## src/rtl/mdu_ctrl.sv

```systemverilog
// mdu_ctrl: iterative multiply/divide unit for hi/lo writes.
// Accepts one mult/multu/div/divu from IDLE and runs 32 shift-add or
// restoring shift-subtract iterations in CALC. Results are presented
// for a single DONE cycle with the hilo_we strobe.
module mdu_ctrl (
   input  logic        clk,
   input  logic        resetn,
   input  logic        start,
   input  logic [1:0]  op,
   input  logic [31:0] src1,
   input  logic [31:0] src2,
   input  logic        flush,
   output logic        stallreq,
   output logic        busy,
   output logic        hilo_we,
   output logic [31:0] hi_wdata,
   output logic [31:0] lo_wdata
);

   typedef enum logic [1:0] {IDLE, CALC, DONE} state_t;

   state_t      state, state_nxt;
   logic [5:0]  cnt;
   logic        is_div_q;   // 1: divide, 0: multiply
   logic        neg_q;      // negate product / quotient
   logic        rsign_q;    // remainder takes dividend sign
   logic        dz_q;       // divide by zero
   logic [31:0] raw_q;      // unmodified src1, returned in hi on divide by zero
   logic [31:0] b_q;        // multiplicand magnitude (mul) or divisor magnitude (div)
   logic [63:0] work;       // {hi_acc, lo_acc} for mul, {rem, quo} for div

   // operand decode at acceptance; op[0]=0 selects the signed variants
   logic        sign1, sign2, accept;
   logic [31:0] mag1, mag2;
   assign sign1  = ~op[0] & src1[31];
   assign sign2  = ~op[0] & src2[31];
   assign mag1   = sign1 ? (~src1 + 32'd1) : src1;
   assign mag2   = sign2 ? (~src2 + 32'd1) : src2;
   assign accept = (state == IDLE) & start & ~flush;

   // one iteration of each algorithm
   logic [32:0] mul_sum;
   logic [63:0] mul_nxt;
   logic [32:0] div_up;
   logic        div_ge;
   logic [31:0] div_sub;
   logic [63:0] div_nxt;
   assign mul_sum = {1'b0, work[63:32]} + {1'b0, (work[0] ? b_q : 32'd0)};
   assign mul_nxt = {mul_sum, work[31:1]};
   assign div_up  = work[63:31];
   assign div_ge  = div_up >= {1'b0, b_q};
   // the true difference is below 2^32 whenever div_ge holds
   assign div_sub = div_up[31:0] - b_q;
   assign div_nxt = div_ge ? {div_sub, work[30:0], 1'b1} : {work[62:0], 1'b0};

   // final sign fix-up
   logic [63:0] mul_res;
   logic [31:0] quo, rem, div_lo, div_hi;
   assign mul_res = neg_q ? (~work + 64'd1) : work;
   assign quo     = work[31:0];
   assign rem     = work[63:32];
   assign div_lo  = dz_q ? 32'hFFFF_FFFF : (neg_q ? (~quo + 32'd1) : quo);
   assign div_hi  = dz_q ? raw_q : (rsign_q ? (~rem + 32'd1) : rem);

   assign busy = (state != IDLE);

   // state, counter and datapath registers
   always_ff @(posedge clk or negedge resetn) begin
      if (!resetn) begin
         state    <= IDLE;
         cnt      <= 6'd0;
         is_div_q <= 1'b0;
         neg_q    <= 1'b0;
         rsign_q  <= 1'b0;
         dz_q     <= 1'b0;
         raw_q    <= 32'd0;
         b_q      <= 32'd0;
         work     <= 64'd0;
      end else begin
         state <= state_nxt;
         if (accept) begin
            cnt      <= 6'd0;
            is_div_q <= op[1];
            neg_q    <= sign1 ^ sign2;
            rsign_q  <= sign1;
            dz_q     <= op[1] & (src2 == 32'd0);
            raw_q    <= src1;
            b_q      <= op[1] ? mag2 : mag1;
            work     <= {32'd0, (op[1] ? mag1 : mag2)};
         end else if (state == CALC) begin
            cnt  <= cnt + 6'd1;
            work <= is_div_q ? div_nxt : mul_nxt;
         end
      end
   end

   // next state and outputs; flush always wins back to IDLE
   always_comb begin
      state_nxt = state;
      stallreq  = 1'b0;
      hilo_we   = 1'b0;
      hi_wdata  = 32'd0;
      lo_wdata  = 32'd0;
      case (state)
         IDLE: begin
            stallreq = start & ~flush;
            if (accept) state_nxt = CALC;
         end
         CALC: begin
            stallreq = ~flush;
            if (cnt == 6'd31) state_nxt = DONE;
         end
         DONE: begin
            hilo_we   = ~flush;
            hi_wdata  = is_div_q ? div_hi : mul_res[63:32];
            lo_wdata  = is_div_q ? div_lo : mul_res[31:0];
            state_nxt = IDLE;
         end
         default: state_nxt = IDLE;
      endcase
      if (flush) state_nxt = IDLE;
   end

endmodule

```

## config.mk

```make
export PLATFORM = sky130hd
export DESIGN_NAME = mdu_ctrl
export DESIGN_NICKNAME = d
export VERILOG_FILES = /design/src/rtl/mdu_ctrl.sv
export SDC_FILE = /design/constraint.sdc
export NUM_CORES = 1
export LEC_CHECK = 0
export BUFFER_PORTS_ARGS = -buffer_cell sky130_fd_sc_hd__clkbuf_2
export CAP_MARGIN = 20
export CORE_AREA = 8 8 199 201
export DETAILED_ROUTE_END_ITERATION = 7
export DIE_AREA = 0 0 207 209
export PLACE_DENSITY_LB_ADDON = 0.12
export SLEW_MARGIN = 20
export SYNTH_ARGS = -nofsm -noshare
export SYNTH_HDL_FRONTEND = slang
export SYNTH_SLANG_ARGS = --single-unit
```

## constraint.sdc

```tcl
create_clock -name clk -period 3.6 [get_ports clk]
set_input_delay 0.54 -clock clk [delete_from_list [all_inputs] [get_ports clk]]
set_output_delay 0.54 -clock clk [all_outputs]
set_load 0.005 [all_outputs]
```

==> reports/results.tsv, run 1 <==
stage	metric	value	unit
placement	pre-CTS setup slack	-176	ps
yosys	synthesized area per cell	7.34	um^2
pwr	Peak supply drop	0.447	mV
sta	fin crit share	1.14	
placement	count of port buffers added during placement	136	
die	Core Rows	70	
critical_path	data arrival at the endpoint of the critical path	3550	ps
cells_and_area	area delta synth->final	23.9	%
outcome	result of the run	finished with violations	
pwr	post-layout total power	13.6	mW
sta	post-route clock skew	30.6	ps
die	initial core utilization	0.396	
worst_hold_path	path class of the lowest-slack min-delay path	in2async	
global_routing	wire length of the first global-routing pass	90400	um
cells_and_area	fill cell count	3719	
cells_and_area	most used cells in the layout excluding fill and tap cells	nand2_1 (272), nor2_1 (182), a21oi_1 (170)	
global_routing	GR Util All Layers	0.265	
cells_and_area	post-layout net count	2308	
die	Total Die Area	43300	um^2
clock_network	CTS tree	yes	
sta	Hold Fails Final Rpt	0	
critical_path	type of element launching the critical path	flop	
clock_network	Post-CTS Hold Buffers	0	
global_routing	global routing usage on met2	0.428	
route	Routed WL	59500	um
critical_path	worst setup path category	reg2out	
route	number of DRC violations after detailed-routing iteration 0	1445	
yosys	count of distinct cell types in the synthesized netlist	72	
global_routing	number of antenna violations at the first check in global routing	0	
outcome	violations in the final reports	setup timing	
yosys	syn nets	2098	
sta	fin. max-slew vios	0	
global_routing	largest net degree at the start of global routing	82	
global_routing	Most Crowded Layer GR	met2	
placement	weighted congestion at the end of routability-driven global placement	0.956	
global_routing	met3 capacity usage during global routing	0.0497	
global_routing	GRT Residual Overflow	0	
yosys	count of warnings emitted by yosys	0	
critical_path	Worst EP required	3060	ps
clock_network	largest buffer count on any clock path	2	
cells_and_area	most common library cell in the layout ignoring fill and taps	nand2_1	
clock_network	maximum level of the CTS H-tree	4	
cells_and_area	multi-input gate area in the final layout	10600	um^2
die	chip width	207	um
critical_path	cells on worst reg2reg path	15	
run	MaxCap Viol Count	0	
critical_path	Critical Path Sink Type	output pin	
clock_network	clock tree sinks	140	
clock_network	clock latency at the later pin of the worst-skew pair	470	ps
route	vias post-DR	15700	
yosys	flip-flop and latch count after synthesis	140	
route	mean routed wirelength per cell	22.5	um
yosys	leading register cell type out of synthesis	dfrtp_1	
critical_path	startpoint of the worst-slack reg-to-reg timing path	work[32]	
global_routing	vias in the first global route	15000	
sta	highest clock frequency the design can meet	245	MHz
cells_and_area	# diodes	0	
sta	Max-slew headroom	0.284	
clock_network	library cell used as clock root buffer	clkbuf_16	
yosys	sequential fraction of the synthesis area	0.244	
clock_network	post-CTS clock slew at the launch and capture registers of the worst setup and hold paths	70	ps
critical_path	worst-path maximum fanout	6	
die	number of top-level pins	137	
critical_path	worst setup slack for register-to-register paths	80	ps
die	die height	209	um
pwr	Static Leak	7.77	nW
cells_and_area	utilization after layout	0.491	
critical_path	end point of the critical path	hi_wdata[7]	
sta	Period minus WS final	4090	ps
route	DR vias/cell	5.93	
yosys	EDFF count, synth	0	
placement	detailed placement HPWL	45800	um
yosys	async set-or-reset flop fraction in the synthesized netlist	1.00	
cells_and_area	non-filler instance count after layout	2648	
sta	RSZ-0062 raised after global routing	true	
sta	Slew @ Worst Pin	1070	ps
critical_path	Crit. Startpoint	work[8]	
route	Post-route DRC	0	
pwr	total power divided by cell area	762	nW/um^2
yosys	cells after synthesis	1957	
global_routing	met1 Usage GRT	0.349	
die	Core Box Area	36300	um^2
yosys	total standard cell area after synthesis	14400	um^2
cells_and_area	layout cell share with drive strength beyond 1	0.211	
critical_path	worst flop-to-flop path endpoint	work[61]	
sta	total setup violations reported at the end of the flow	37	
clock_network	CTS buffer count	17	
placement	cell count after placement	2600	
sta	final critical-path setup slack	-486	ps
cells_and_area	total area of sequential cells	3510	um^2
route	Antenna Violating Nets Remaining	0	
route	first drt pass iteration count	6	
[state kept, by name (all words and copies together), names as in the netlist]
register	count
b_q	32
cnt	6
dz_q	1
is_div_q	1
neg_q	1
raw_q	32
rsign_q	1
state	2
work	64
[critical path, stage by stage (launching register included)]
cell	delay (ps)
dfrtp_1	390
or4_4	580
nor4_4	270
nand4_1	190
or2_1	280
or4_4	430
buf_8	160
buf_8	140
o41ai_4	220
xor2_1	170
o22ai_1	90
buf_2	180
[area by class of cell]
| type | count | share of cell area |
|---|---|---|
| clock buffer | 17 | 0.0239 |
| sequential | 140 | 0.197 |
| tap | 468 | 0.0329 |
| inverter | 58 | 0.0122 |
| clock inverter | 15 | 0.0106 |
| timing repair buffer | 327 | 0.129 |
| multi-input combinational | 1623 | 0.594 |
[synth_stat cells (26+ instances only)]
master / number / area share
o31ai_1: 29 / 0.015
xnor2_1: 85 / 0.052
mux2i_1: 55 / 0.038
nand2_1: 275 / 0.072
inv_1: 57 / 0.015
ha_1: 69 / 0.060
nor3_1: 27 / 0.0094
o211ai_1: 33 / 0.017
o221ai_1: 28 / 0.017
o21ai_0: 176 / 0.061
clkbuf_1: 117 / 0.031
xor2_1: 114 / 0.070
dfrtp_1: 140 / 0.24
or3_1: 26 / 0.011
nand3_1: 37 / 0.013
a21oi_1: 172 / 0.060
nor2_1: 185 / 0.048
[what timing repair did]
action                                  4_1_cts  5_1_grt
endpoints found under the setup margin       36       48
gates resized for setup                      84       54
pin swaps                                    55       35
buffers inserted                              9        7
cloned                                        1        0
[routing by layer]
layer,vias up,share of wire,routed length [um]
met3,89,0.071,4250
met4,0,0.029,1750
met2,590,0.46,27200
met1,7605,0.44,26300
met5,-,0,0
li1,7425,-,-
[kinds of logic after synthesis]
| logic type | count (synthesis) | share of synthesized area |
|---|---|---|
| buffers and inverters | 194 | 0.0512 |
| AND/OR/NAND/NOR | 678 | 0.216 |
| XOR/XNOR | 199 | 0.121 |
| multiplexers | 59 | 0.0415 |
| flip-flops | 140 | 0.244 |
| AO/OA/AOI/OAI | 616 | 0.263 |
| adder cells (fa/ha/maj) | 71 | 0.0629 |
[power breakdown]
group	leakage, nW	internal [mW]	switching, mW
clock network	0.298	0.946	0.937
logic	5.71	3.82	5.17
registers	1.75	2.03	0.648
[how the worst min path moves through the flow]
stage	startpoint	end	slack, ps
global placement	raw_q[29]	raw_q[29]	460
floorplan	resetn	b_q[0]	240
finish	resetn	work[6]	110
detailed placement	raw_q[29]	raw_q[29]	460
global route	resetn	work[5]	170
CTS	resetn	work[5]	150
[stage by stage]
step | cell area [um^2] | hold WS, ps | TNS (ps)
after floorplan | 14400 | 244 | 0
after global placement | 16500 | 460 | -623
after detailed placement | 16500 | 463 | -903
after CTS | 17600 | 153 | -11280
after global routing | 17800 | 166 | -16810
final | 17800 | 111 | -11780
Note: power is estimated with default switching activity, not from simulation.
==> run 2, diff against run 1 <==
--- a/config.mk
+++ b/config.mk
@@ -5,11 +5,12 @@
 export SDC_FILE = /design/constraint.sdc
 export NUM_CORES = 1
 export LEC_CHECK = 0
+export ABC_AREA = 1
 export BUFFER_PORTS_ARGS = -buffer_cell sky130_fd_sc_hd__clkbuf_2
 export CAP_MARGIN = 20
-export CORE_AREA = 8 8 199 201
+export CORE_AREA = 8 8 219 221
 export DETAILED_ROUTE_END_ITERATION = 7
-export DIE_AREA = 0 0 207 209
+export DIE_AREA = 0 0 227 229
 export PLACE_DENSITY_LB_ADDON = 0.12
 export SLEW_MARGIN = 20
 export SYNTH_ARGS = -nofsm -noshare
==> constraint.sdc (replaced) <==
create_clock -name clk -period 3.6 [get_ports clk]
set_input_delay 0.72 -clock clk [delete_from_list [all_inputs] [get_ports clk]]
set_output_delay 0.72 -clock clk [all_outputs]
set_load 0.005 [all_outputs]
==> run 2 against run 1 <==
The run now ends clean. Combinational power is 26% higher. Die area rose by 20%. Synthesized cell count is 60% higher. Setup slack improved by 560 ps. First-iteration DRC count is 100% higher. Non-clock buffer count down 116. Critical path type unchanged.
==> reports/results.tsv, run 2 <==
stage	metric	value	unit
yosys	post-synth top area cell	nand2_1	
critical_path	data arrival at the endpoint of the critical path	2800	ps
critical_path	highest cell delay on the worst timing path	450	ps
critical_path	Worst EP required	2880	ps
sta	highest clock frequency the design can meet	284	MHz
die	Total Die Area	52000	um^2
critical_path	end point of the critical path	hi_wdata[10]	
yosys	async set-or-reset flop fraction in the synthesized netlist	1.00	
yosys	synthesized area per cell	5.64	um^2
yosys	sequential fraction of the synthesis area	0.199	
placement	count of port buffers added during placement	136	
sta	Period minus WS final	3520	ps
critical_path	worst-path maximum fanout	8	
route	Post-route DRC	0	
clock_network	maximum level of the CTS H-tree	4	
global_routing	GR Util All Layers	0.355	
global_routing	vias in the first global route	20800	
clock_network	Post-CTS Hold Buffers	0	
yosys	Yosys top cell area share	0.212	
clock_network	post-CTS clock slew at the launch and capture registers of the worst setup and hold paths	70	ps
clock_network	CTS buffer count	17	
die	chip width	227	um
die	Core Box Area	44700	um^2
sta	total setup violations reported at the end of the flow	0	
cells_and_area	area delta synth->final	12.8	%
yosys	count of warnings emitted by yosys	0	
global_routing	largest net degree at the start of global routing	97	
yosys	most common library cells after synthesis	nand2_1 (995), inv_1 (438), nor2_1 (321), nand3_1 (252)	
cells_and_area	utilization after layout	0.445	
placement	standard cell area after detailed placement	19200	um^2
sta	post-route clock skew	16.9	ps
global_routing	GRT Residual Overflow	0	
critical_path	Crit. Startpoint	work[33]	
route	Antenna Violating Nets Remaining	0	
critical_path	number of logic stages on the critical path including buffering	11	
placement	detailed placement HPWL	78200	um
yosys	cells after synthesis	3125	
die	die height	229	um
route	Routed WL	94700	um
critical_path	Crit path buffers/inverters	2	
critical_path	cells on worst reg2reg path	14	
cells_and_area	layout cell share with drive strength beyond 1	0.106	
route	mean routed wirelength per cell	24.5	um
clock_network	CTS tree	yes	
critical_path	worst setup slack for register-to-register paths	500	ps
global_routing	wire length of the first global-routing pass	137000	um
cells_and_area	multi-input gate area in the final layout	12000	um^2
critical_path	worst flop-to-flop path endpoint	work[48]	
sta	setup_tns	0	ps
yosys	EDFF count, synth	0	
die	number of top-level pins	137	
route	vias post-DR	22300	
clock_network	library cell used as clock root buffer	clkbuf_16	
cells_and_area	area of all placed cells without fillers	19900	um^2
sta	fin crit share	0.979	
sta	Max-slew headroom	0.354	
yosys	syn nets	3266	
outcome	result of the run	finished clean	
global_routing	number of antenna violations at the first check in global routing	6	
placement	pre-CTS setup slack	268	ps
yosys	count leader, synth	nand2_1	
route	number of DRC violations after detailed-routing iteration 0	2948	
cells_and_area	non-filler instance count after layout	3860	
die	initial core utilization	0.394	
route	DR vias/cell	5.77	
clock_network	largest buffer count on any clock path	2	
yosys	leading register cell type out of synthesis	dfrtp_1	
pwr	Peak supply drop	0.474	mV
sta	Hold Fails Final Rpt	0	
critical_path	type of element launching the critical path	flop	
run	MaxCap Viol Count	0	
route	first drt pass iteration count	6	
critical_path	most common cell type on the critical path	nand2_1	
cells_and_area	most common library cell in the layout ignoring fill and taps	nand2_1	
cells_and_area	fill cell count	5122	
yosys	flip-flop and latch count after synthesis	140	
pwr	Static Leak	10.4	nW
sta	fin. max-slew vios	0	
cells_and_area	most used cells in the layout excluding fill and tap cells	nand2_1 (991), inv_1 (438), nor2_1 (305)	
critical_path	cells along the critical path	inv_2, ha_1, nand2_1, nor2_1, nand2_1, nor3_2, xor2_1, nand2_1, o21ai_0, a21oi_2, clkbuf_2	
critical_path	startpoint of the worst-slack reg-to-reg timing path	work[31]	
die	Core Rows	78	
cells_and_area	most flop-heavy register	work	
cells_and_area	post-layout net count	3387	
pwr	post-layout total power	16.2	mW
yosys	total standard cell area after synthesis	17600	um^2
critical_path	Critical Path Sink Type	output pin	
cells_and_area	largest registers	work: 64 flops, b_q: 32 flops, raw_q: 32 flops	
clock_network	clock tree sinks	140	
sta	final critical-path setup slack	77.1	ps
critical_path	slowest cell on the critical path	dfrtp_1	
sta	RSZ-0062 raised after global routing	true	
placement	weighted congestion at the end of routability-driven global placement	1.07	
cells_and_area	flip-flop count of the largest register after layout	64	
yosys	largest cells by area after synthesis	nand2_1 (21%), dfrtp_1 (20%), inv_1 (9.3%)	
yosys	count of distinct cell types in the synthesized netlist	57	
cells_and_area	total area of sequential cells	3510	um^2
clock_network	clock latency at the later pin of the worst-skew pair	460	ps
critical_path	family with the most delay on the worst path	simple AND/OR/NAND/NOR gates	
critical_path	worst setup path category	reg2out	
sta	Hold Worst Slack	250	ps
worst_hold_path	path class of the lowest-slack min-delay path	in2async	
sta	Slew @ Worst Pin	959	ps
placement	cell count after placement	3827	
pwr	total power divided by cell area	816	nW/um^2
-- run 2: cells by family (layout without fill, tap and decap cells) --
group | count (synthesis) | in the layout | synth area share
flops | 140 | 140 | 0.199
fa+ha+maj | 71 | 71 | 0.0513
xor+xnor | 78 | 78 | 0.0388
buf+inv | 561 | 695 | 0.124
compound gates | 528 | 528 | 0.166
other cells | 0 | 1 | 0
simple gates | 1747 | 1747 | 0.420
-- run 2: how the worst min path moves through the flow --
stage                end  slack (ps)  depth (start not counted)
3_3_place_gp   raw_q[20]         470                          2
4_1_cts         work[60]         290                          1
3_5_place_dp   raw_q[15]         480                          2
2_1_floorplan     b_q[0]         420                          0
5_1_grt         work[60]         300                          1
6_report        work[60]         250                          1
-- run 2: worst register-to-register path, cell delays in order, from the launching register on --
cell     delay, ps
dfrtp_1        490
inv_1          230
ha_1           180
inv_1           90
fa_1           490
nand2_1        110
nand3_1        110
nand3_1        170
nand2_1        150
nand2_1        150
a21oi_1         80
nor2_1         320
a21oi_1        230
nand3_1        130
nand2_1         60
-- run 2: where the power goes --
| group | switching (mW) | total (mW) | internal (mW) |
|---|---|---|---|
| Combinational | 7.91 | 11.3 | 3.36 |
| Clock | 0.806 | 1.77 | 0.966 |
| Sequential | 1.07 | 3.18 | 2.11 |
| Total | 9.78 | 16.2 | 6.44 |
-- run 2: timing repair --
item,CTS,global route
setup buffers,0,0
setup endpoints to repair,2,22
gates resized for setup,3,30
-- run 2: final cells by class --
type                       instances  share of cell area
multi-input combinational       2424               0.605
sequential                       140               0.176
inverter                         452              0.0855
timing repair buffer             211              0.0666
tap                              600              0.0378
clock buffer                      19              0.0218
clock inverter                    13             0.00648
antenna                            1            0.000126
-- run 2: layer usage --
| layer | GRT usage | vias to the layer above | part of all wire |
|---|---|---|---|
| met5 | 0 | - | 0.00072 |
| met4 | 0.176 | 10 | 0.059 |
| met3 | 0.0716 | 257 | 0.090 |
| met2 | 0.555 | 1214 | 0.44 |
| met1 | 0.461 | 10500 | 0.41 |
| li1 | - | 10300 | - |
